===== config.mk =====
export PLATFORM = sky130hd
export DESIGN_NAME = subset_decode_param_flat
export DESIGN_NICKNAME = d
export VERILOG_FILES = /design/src/rtl/subset_decode_param_if.sv /design/src/rtl/subset_decode_param.sv /design/src/flat_wrapper.sv
export SDC_FILE = /design/constraint.sdc
export NUM_CORES = 1
export LEC_CHECK = 0
export ABC_CLOCK_PERIOD_IN_PS = 8200
export CORE_MARGIN = 2
export CORE_UTILIZATION = 28
export DETAILED_ROUTE_END_ITERATION = 10
export SYNTH_ARGS = -nofsm -noshare
export SYNTH_HDL_FRONTEND = slang
export SYNTH_SLANG_ARGS = --single-unit
export TNS_END_PERCENT = 5

===== constraint.sdc =====
create_clock -name clk -period 8.2 [get_ports clk]
set_input_delay 0.82 -clock clk [delete_from_list [all_inputs] [get_ports clk]]
set_output_delay 0.82 -clock clk [all_outputs]
set_load 0.01 [all_outputs]

===== src/rtl/subset_decode_param_if.sv =====
// Handshake and result bundle for subset_decode_param: input metrics with
// valid/ready on one side, decoded subset results with valid/ready on the other.
interface subset_decode_param_if #(
  parameter int unsigned W    = 3,
  parameter int unsigned NSUB = 4
);
  localparam int unsigned IDXW = $clog2(NSUB);

  logic                   in_valid;
  logic                   in_ready;
  logic [2*NSUB*W-1:0]    in_metrics;
  logic                   out_valid;
  logic                   out_ready;
  logic [NSUB*W-1:0]      s;
  logic [NSUB-1:0]        sout;
  logic [IDXW-1:0]        best_idx;
  logic [W-1:0]           best_metric;

  modport master (
    output in_valid, in_metrics, out_ready,
    input  in_ready, out_valid, s, sout, best_idx, best_metric
  );

  modport slave (
    input  in_valid, in_metrics, out_ready,
    output in_ready, out_valid, s, sout, best_idx, best_metric
  );
endinterface


===== src/rtl/subset_decode_param.sv =====
// Two-stage subset decoder: per-subset min/select of metric i vs i+NSUB,
// plus argmin over subsets, behind a valid/ready pipeline with backpressure.
module subset_decode_param #(
  parameter int unsigned W      = 3,
  parameter int unsigned NSUB   = 4,
  parameter int unsigned TIE_HI = 0
) (
  input  logic                 clk,
  input  logic                 reset,
  subset_decode_param_if.slave bus
);
  localparam int unsigned IDXW      = $clog2(NSUB);
  localparam bit          TIE_UPPER = (TIE_HI != 0);

  logic                   v1_q;
  logic                   v2_q;
  logic [2*NSUB*W-1:0]    m1_q;
  logic [NSUB*W-1:0]      s_q, s_d;
  logic [NSUB-1:0]        sout_q, sout_d;
  logic [IDXW-1:0]        bidx_q, bidx_d;
  logic [W-1:0]           bmet_q, bmet_d;
  logic [W-1:0]           a, b;
  logic                   adv1, adv2;

  // Each stage moves when it is empty or the stage after it is moving.
  assign adv2 = !v2_q || bus.out_ready;
  assign adv1 = !v1_q || adv2;

  always_comb begin
    s_d    = '0;
    sout_d = '0;
    a      = '0;
    b      = '0;
    for (int unsigned i = 0; i < NSUB; i++) begin
      a = m1_q[i*W +: W];
      b = m1_q[(i+NSUB)*W +: W];
      if (TIE_UPPER ? (a < b) : (a <= b)) begin
        s_d[i*W +: W] = a;
        sout_d[i]     = 1'b0;
      end else begin
        s_d[i*W +: W] = b;
        sout_d[i]     = 1'b1;
      end
    end
    // Strict compare keeps the lowest index on ties, regardless of TIE_HI.
    bmet_d = s_d[W-1:0];
    bidx_d = '0;
    for (int unsigned i = 1; i < NSUB; i++) begin
      if (s_d[i*W +: W] < bmet_d) begin
        bmet_d = s_d[i*W +: W];
        bidx_d = IDXW'(i);
      end
    end
  end

  always_ff @(posedge clk) begin
    if (reset) begin
      v1_q   <= 1'b0;
      v2_q   <= 1'b0;
      m1_q   <= '0;
      s_q    <= '0;
      sout_q <= '0;
      bidx_q <= '0;
      bmet_q <= '0;
    end else begin
      if (adv1) begin
        m1_q <= bus.in_metrics;
        v1_q <= bus.in_valid;
      end
      if (adv2) begin
        s_q    <= s_d;
        sout_q <= sout_d;
        bidx_q <= bidx_d;
        bmet_q <= bmet_d;
        v2_q   <= v1_q;
      end
    end
  end

  assign bus.in_ready    = adv1;
  assign bus.out_valid   = v2_q;
  assign bus.s           = s_q;
  assign bus.sout        = sout_q;
  assign bus.best_idx    = bidx_q;
  assign bus.best_metric = bmet_q;
endmodule

===== src/flat_wrapper.sv =====
// flat-port wrapper written by rule: the top's interface ports become plain ports
module subset_decode_param_flat 
#(
  parameter int unsigned W      = 3,
  parameter int unsigned NSUB   = 4,
  parameter int unsigned TIE_HI = 0
)
  (clk, reset, bus_in_valid, bus_in_metrics, bus_out_ready, bus_in_ready, bus_out_valid, bus_s, bus_sout, bus_best_idx, bus_best_metric);
  subset_decode_param_if #(.W(W), .NSUB(NSUB)) bus_i ();
  input  logic clk;
  input  logic reset;
  input wire logic [$bits(bus_i.in_valid)-1:0] bus_in_valid;
  input wire logic [$bits(bus_i.in_metrics)-1:0] bus_in_metrics;
  input wire logic [$bits(bus_i.out_ready)-1:0] bus_out_ready;
  output wire logic [$bits(bus_i.in_ready)-1:0] bus_in_ready;
  output wire logic [$bits(bus_i.out_valid)-1:0] bus_out_valid;
  output wire logic [$bits(bus_i.s)-1:0] bus_s;
  output wire logic [$bits(bus_i.sout)-1:0] bus_sout;
  output wire logic [$bits(bus_i.best_idx)-1:0] bus_best_idx;
  output wire logic [$bits(bus_i.best_metric)-1:0] bus_best_metric;
  assign bus_i.in_valid = bus_in_valid;
  assign bus_i.in_metrics = bus_in_metrics;
  assign bus_i.out_ready = bus_out_ready;
  assign bus_in_ready = bus_i.in_ready;
  assign bus_out_valid = bus_i.out_valid;
  assign bus_s = bus_i.s;
  assign bus_sout = bus_i.sout;
  assign bus_best_idx = bus_i.best_idx;
  assign bus_best_metric = bus_i.best_metric;
  subset_decode_param #(.W(W), .NSUB(NSUB), .TIE_HI(TIE_HI)) u_core (.clk(clk), .reset(reset), .bus(bus_i));
endmodule

### Word-level counts from Yosys, hierarchy flattened

Index checks and enable logic that the tools add are counted.
Widths: inputs -> output; s select.

| cells by class | value |
|---|---|
| reductions and logical operators | 4 |
| multiplexer cells | 14 |
| order comparisons | 7 |

Operators by type and width:

| operator | number |
|---|---|
| $mux 3 | 7 |
| $le 3x3->1 | 4 |
| $lt 3x3->1 | 3 |
| $mux 1 | 5 |
| $mux 2 | 2 |
| $logic_not 1->1 | 2 |
| $logic_or 1x1->1 | 2 |

| word-level totals | value |
|---|---|
| bits of input ports | 28 |
| output and inout bits | 23 |
| flip-flop bits (word level) | 47 |

### Logic depth before layout (Yosys ltp)

| depth | value |
|---|---|
| depth in word-level cells | 8 |
| gate-level depth with buffers | 24 |
| gate-level depth less buffers | 24 |

### Worst setup path after synthesis

No wires, ideal clock.

| path | value |
|---|---|
| kind | flip-flop to flip-flop |
| from | register u_core.m1_q[0] |
| to | register u_core.bmet_q[1] (netlist: u_core.bus.best_metric[1]) |
| required time | 8.067 ns |
| data arrival time | 4.563 ns |
| stages on the path, launching flop included | 23 |
| path slack | 3.504 ns |
| period minus slack after synthesis | 4.696 ns |
| cells stage by stage | dfxtp_1 inv_2 ha_1 and3_1 a21oi_1 mux2i_1 ha_1 a21o_1 or2_1 a211o_1 ha_1 nand2b_1 a31oi_2 a2111oi_4 a2111oi_2 a21oi_1 ha_1 nand3_1 a31oi_1 a211oi_2 a21oi_1 o21ai_1 a21oi_1 |

| between the ends | value |
|---|---|
| cells in the longest elaborated chain, start to end | 8 |

RTL lines:

| what | RTL line | text |
|---|---|---|
| start: declaration | subset_decode_param.sv:17 | `logic [2*NSUB*W-1:0] m1_q;` |
| start signal: assignment | subset_decode_param.sv:67 | `m1_q <= bus.in_metrics;` |
| $le 3x3->1 | subset_decode_param.sv:37 | `if (TIE_UPPER ? (a < b) : (a <= b)) begin` |
| $mux 3 (*) | subset_decode_param.sv:37 |  |
| $lt 3x3->1 | subset_decode_param.sv:49 | `if (s_d[i*W +: W] < bmet_d) begin` |
| $mux 3 (*) | subset_decode_param.sv:49 |  |
| $lt 3x3->1 | subset_decode_param.sv:49 |  |
| $mux 3 (*) | subset_decode_param.sv:49 |  |
| $lt 3x3->1 | subset_decode_param.sv:49 |  |
| $mux 3 (*) | subset_decode_param.sv:49 |  |
| end signal: assignment | subset_decode_param.sv:74 | `bmet_q <= bmet_d;` |
| end: declaration | subset_decode_param.sv:21 | `logic [W-1:0] bmet_q, bmet_d;` |

Mark *: on every way between the ends. The rest lies on a longest branch, timed or not.
A chain may end at the register's enable or synchronous reset.

### Final worst setup path

Ends and elaborated chain as after synthesis.

==> results by group <==
Global routing
  – Wire length of the first global-routing pass: 10.78 mm
  – Gr ovfl total: 0
  – Vias in the first global route: 2282
  – GRT Total Usage: 0.1337
  – Largest net degree at the start of global routing: 48
  – Initial antenna violation count: 0

STA
  – Clk_skew: 0.007288 ns
  – Final worst-path cycle share: 0.6368
  – Hold_ws: between 0.4 and 0.5 ns
  – Hold Fails Final Rpt: 0
  – Worst-margin pin slew: 0.9011 ns
  – RSZ-0062 raised after global routing: no
  – Setup TNS: 0 ns
  – FMAX: 191.5 MHz
  – Slew headroom: 0.3993
  – Final max-slew violation count: 0
  – PnR worst setup slack: 2.978 ns
  – Final setup fails: 0
  – Crit path time final: between 5 and 6 ns

Die
  – Die W: around 100 um
  – Ports: 51
  – Std cell rows: 34
  – DIE AREA: 9979 sq um
  – Starting Density: 0.2924
  – Die Ht: 99.90 um
  – Core area: 8806 sq um

Placement
  – Placed instance area: 3177 sq um
  – Post-DP HPWL: 4.698 mm
  – IO Port Bufs: 50
  – GPL Wtd Cong: 0.7655
  – Placed cells: 470
  – Worst slack, placed: between 2 and 3 ns

Worst setup path
  – Critical-path maximum fanout: 5
  – Critical path arrival: roughly 5.4 ns
  – Crit path largest cell delay: 0.51 ns
  – CP Cell Sequence: inv_2 > ha_1 > and3_1 > a21oi_1 > mux2i_1 > ha_1 > a21o_1 > or2_1 > a211o_1 > ha_1 > nand2b_1 > a31oi_2 > a2111oi_4 > a2111oi_2 > a21oi_1 > ha_1 > nand3_1 > a31oi_1 > a211oi_2 > a21oi_1 > o21ai_1 > a21oi_1
  – Depth of the worst register-to-register path: 22
  – Crit end category: flop
  – Crit-path slowest cell: a2111oi_4
  – Startpoint types: flop
  – Worst Path Required: ~8.4 ns
  – Critical path class: reg -> reg

Clock tree
  – CTS Buffer Depth: 2
  – Root Driver: clkbuf_8
  – Post-cts resize count: 0
  – Worst-Skew Late Latency: 0.30 ns
  – Postcts setup bufs: 0
  – CTS Hold Buffers Added: 0
  – CTS sink cnt: 47
  – CTS buffer count: 5
  – H-tree depth: 2
  – CTS tree: done
  – CTS clock-pin slew for the worst setup and hold paths: 0.09 ns

Power
  – Pwr dens: a little under 200 nW/um^2
  – VDD IR-drop max: 0.06492 mV
  – Overall Power: 0.6492 mW
  – Cell leakage power: 1.356 nW

Cells and area
  – Syn-to-layout area delta: 27.07%
  – Proportion of layout cells with a drive suffix above 1: 0.07568
  – Non-Filler Instances: 478
  – Final core utilization: 0.3716
  – Diode count: 0
  – Final instance area: 3272 sq um
  – # nets final: 417

Route
  – DRC Markers: 0
  – DR vias: ~2300
  – Post-Route WL: a little over 6 mm
  – Per-cell routed wire length: 13.02 um
  – DR pass1 iterations: 4
  – 1st-iter DRT viols: 82
  – Vias per cell: 4.803
  – Routed Antenna Nets: 0

Synthesis
  – Syn Area/Cell: 7.947 sq um
  – Syn nets: 372
  – Post-Synthesis Cells: between 300 and 400
  – Mapped Area: 2575 sq um
  – Post-synthesis register bit count: 47
  – Sequential area share after synthesis: 0.3654
  – Cell taking the most area after synthesis: dfxtp_1
  – Synth area leaders: dfxtp_1 37%, ha_1 9.7%, nand2_1 9.2%
  – Yosys cell types: 48
  – Synth warn: 0
  – Top cell type's share of synthesized area: 0.3654

Worst hold path
  – Hold Path Depth: 2
  – HP Class: reg -> reg

Run status
  – Status: completed

Flow run
  – Max Cap Violations: 0
-- registers in the layout (all words and copies together), names as in the netlist --
register / count
u_core.bus.best_idx: 2
u_core.v1_q: 1
u_core.bus.out_valid: 1
u_core.bus.sout: 4
u_core.m1_q: 24
u_core.bus.best_metric: 3
u_core.bus.s: 12
-- cells in the final DEF (no fill, tap or decap), drive strengths merged, types with 3 or more instances in the layout --
cell type / n
nand2: 63
clkdlybuf4s50: 50
dfxtp: 47
a21oi: 38
nor2: 34
ha: 20
inv: 20
nor3: 15
o21ai: 8
a211oi: 7
clkbuf: 7
a31oi: 6
nor2b: 5
nand3: 4
mux2: 4
mux2i: 3
a21o: 3
nand2b: 3
o211ai: 3
buf: 3
-- report_power, final --
group          switching (mW)  leakage, nW  internal [mW]
combinational           0.119        0.917          0.117
clock                  0.0787       0.0484         0.0692
sequential             0.0138        0.390          0.251
-- logic make-up (layout without fill, tap and decap cells) --
kind of cell,Yosys count,count (layout),share of synthesized area
and+or+nand+nor,134,134,0.2313
DFF,47,47,0.3654
buffers and inverters,35,81,0.05102
muxes,7,7,0.02915
adders and majority gates,20,20,0.09718
AOI/OAI and AO/OA,81,81,0.2259
-- layer usage --
| layer | vias up | wire [um] | global-route usage |
|---|---|---|---|
| li1 | 1206 | - | - |
| met1 | 1043 | 3209 | 0.1835 |
| met2 | 39 | 2713 | 0.2126 |
| met3 | 8 | 220 | 0.02646 |
| met4 | 0 | 79 | 0.04110 |
| met5 | - | 0 | 0 |
-- worst max-delay path, delay by kind of cell (launching register included) --
kind | cells | cell delay (ns)
AO/OA/AOI/OAI | 12 | 2.30
adder cells (fa/ha/maj) | 4 | 1.21
AND/OR/NAND/NOR | 4 | 0.70
flip-flops | 1 | 0.41
multiplexers | 1 | 0.38
buffers and inverters | 1 | 0.09
-- cell type report --
class | count | area, sq um
Timing Repair Buffer | 53 | 523.0
Inverter | 20 | 75.07
Fill cell | 932 | 5534
Clock buffer | 7 | 86.33
Clock inverter | 1 | 8.758
Sequential cell | 47 | 940.9
Multi-Input combinational cell | 242 | 1503
Tap cell | 108 | 135.1
-- worst paths after layout --
path,start,end,slack (ns)
min,u_core.m1_q[17],u_core.m1_q[17],0.46
min reg2reg,u_core.m1_q[17],u_core.m1_q[17],0.46
max,u_core.m1_q[0],u_core.bus.best_metric[1],2.98
max reg2reg,u_core.m1_q[0],u_core.bus.best_metric[1],2.98
-- synth_stat cells, drive strengths merged --
library cell and count:
a211o 2, and2b 1, a31o 1, o221ai 1
ha 20, dfxtp 47, nor3b 1, clkbuf 13
nand2 63, and2 1, nor3 15, nand4 1
mux2 4, o2111ai 1, o21bai 1, buf 2
o311ai 2, a21o 3, nor2 34, or2 2
a311oi 2, nand2b 3, or4 1, and3 2
a211oi 7, a2111oi 2, mux2i 3, nor2b 5
o311a 1, o211ai 3, o21a 2, a31oi 6
a21oi 38, o21ai 8, inv 20, o31ai 1
nand3 4, and4 1
No activity file was read; power rests on OpenSTA's default activity.
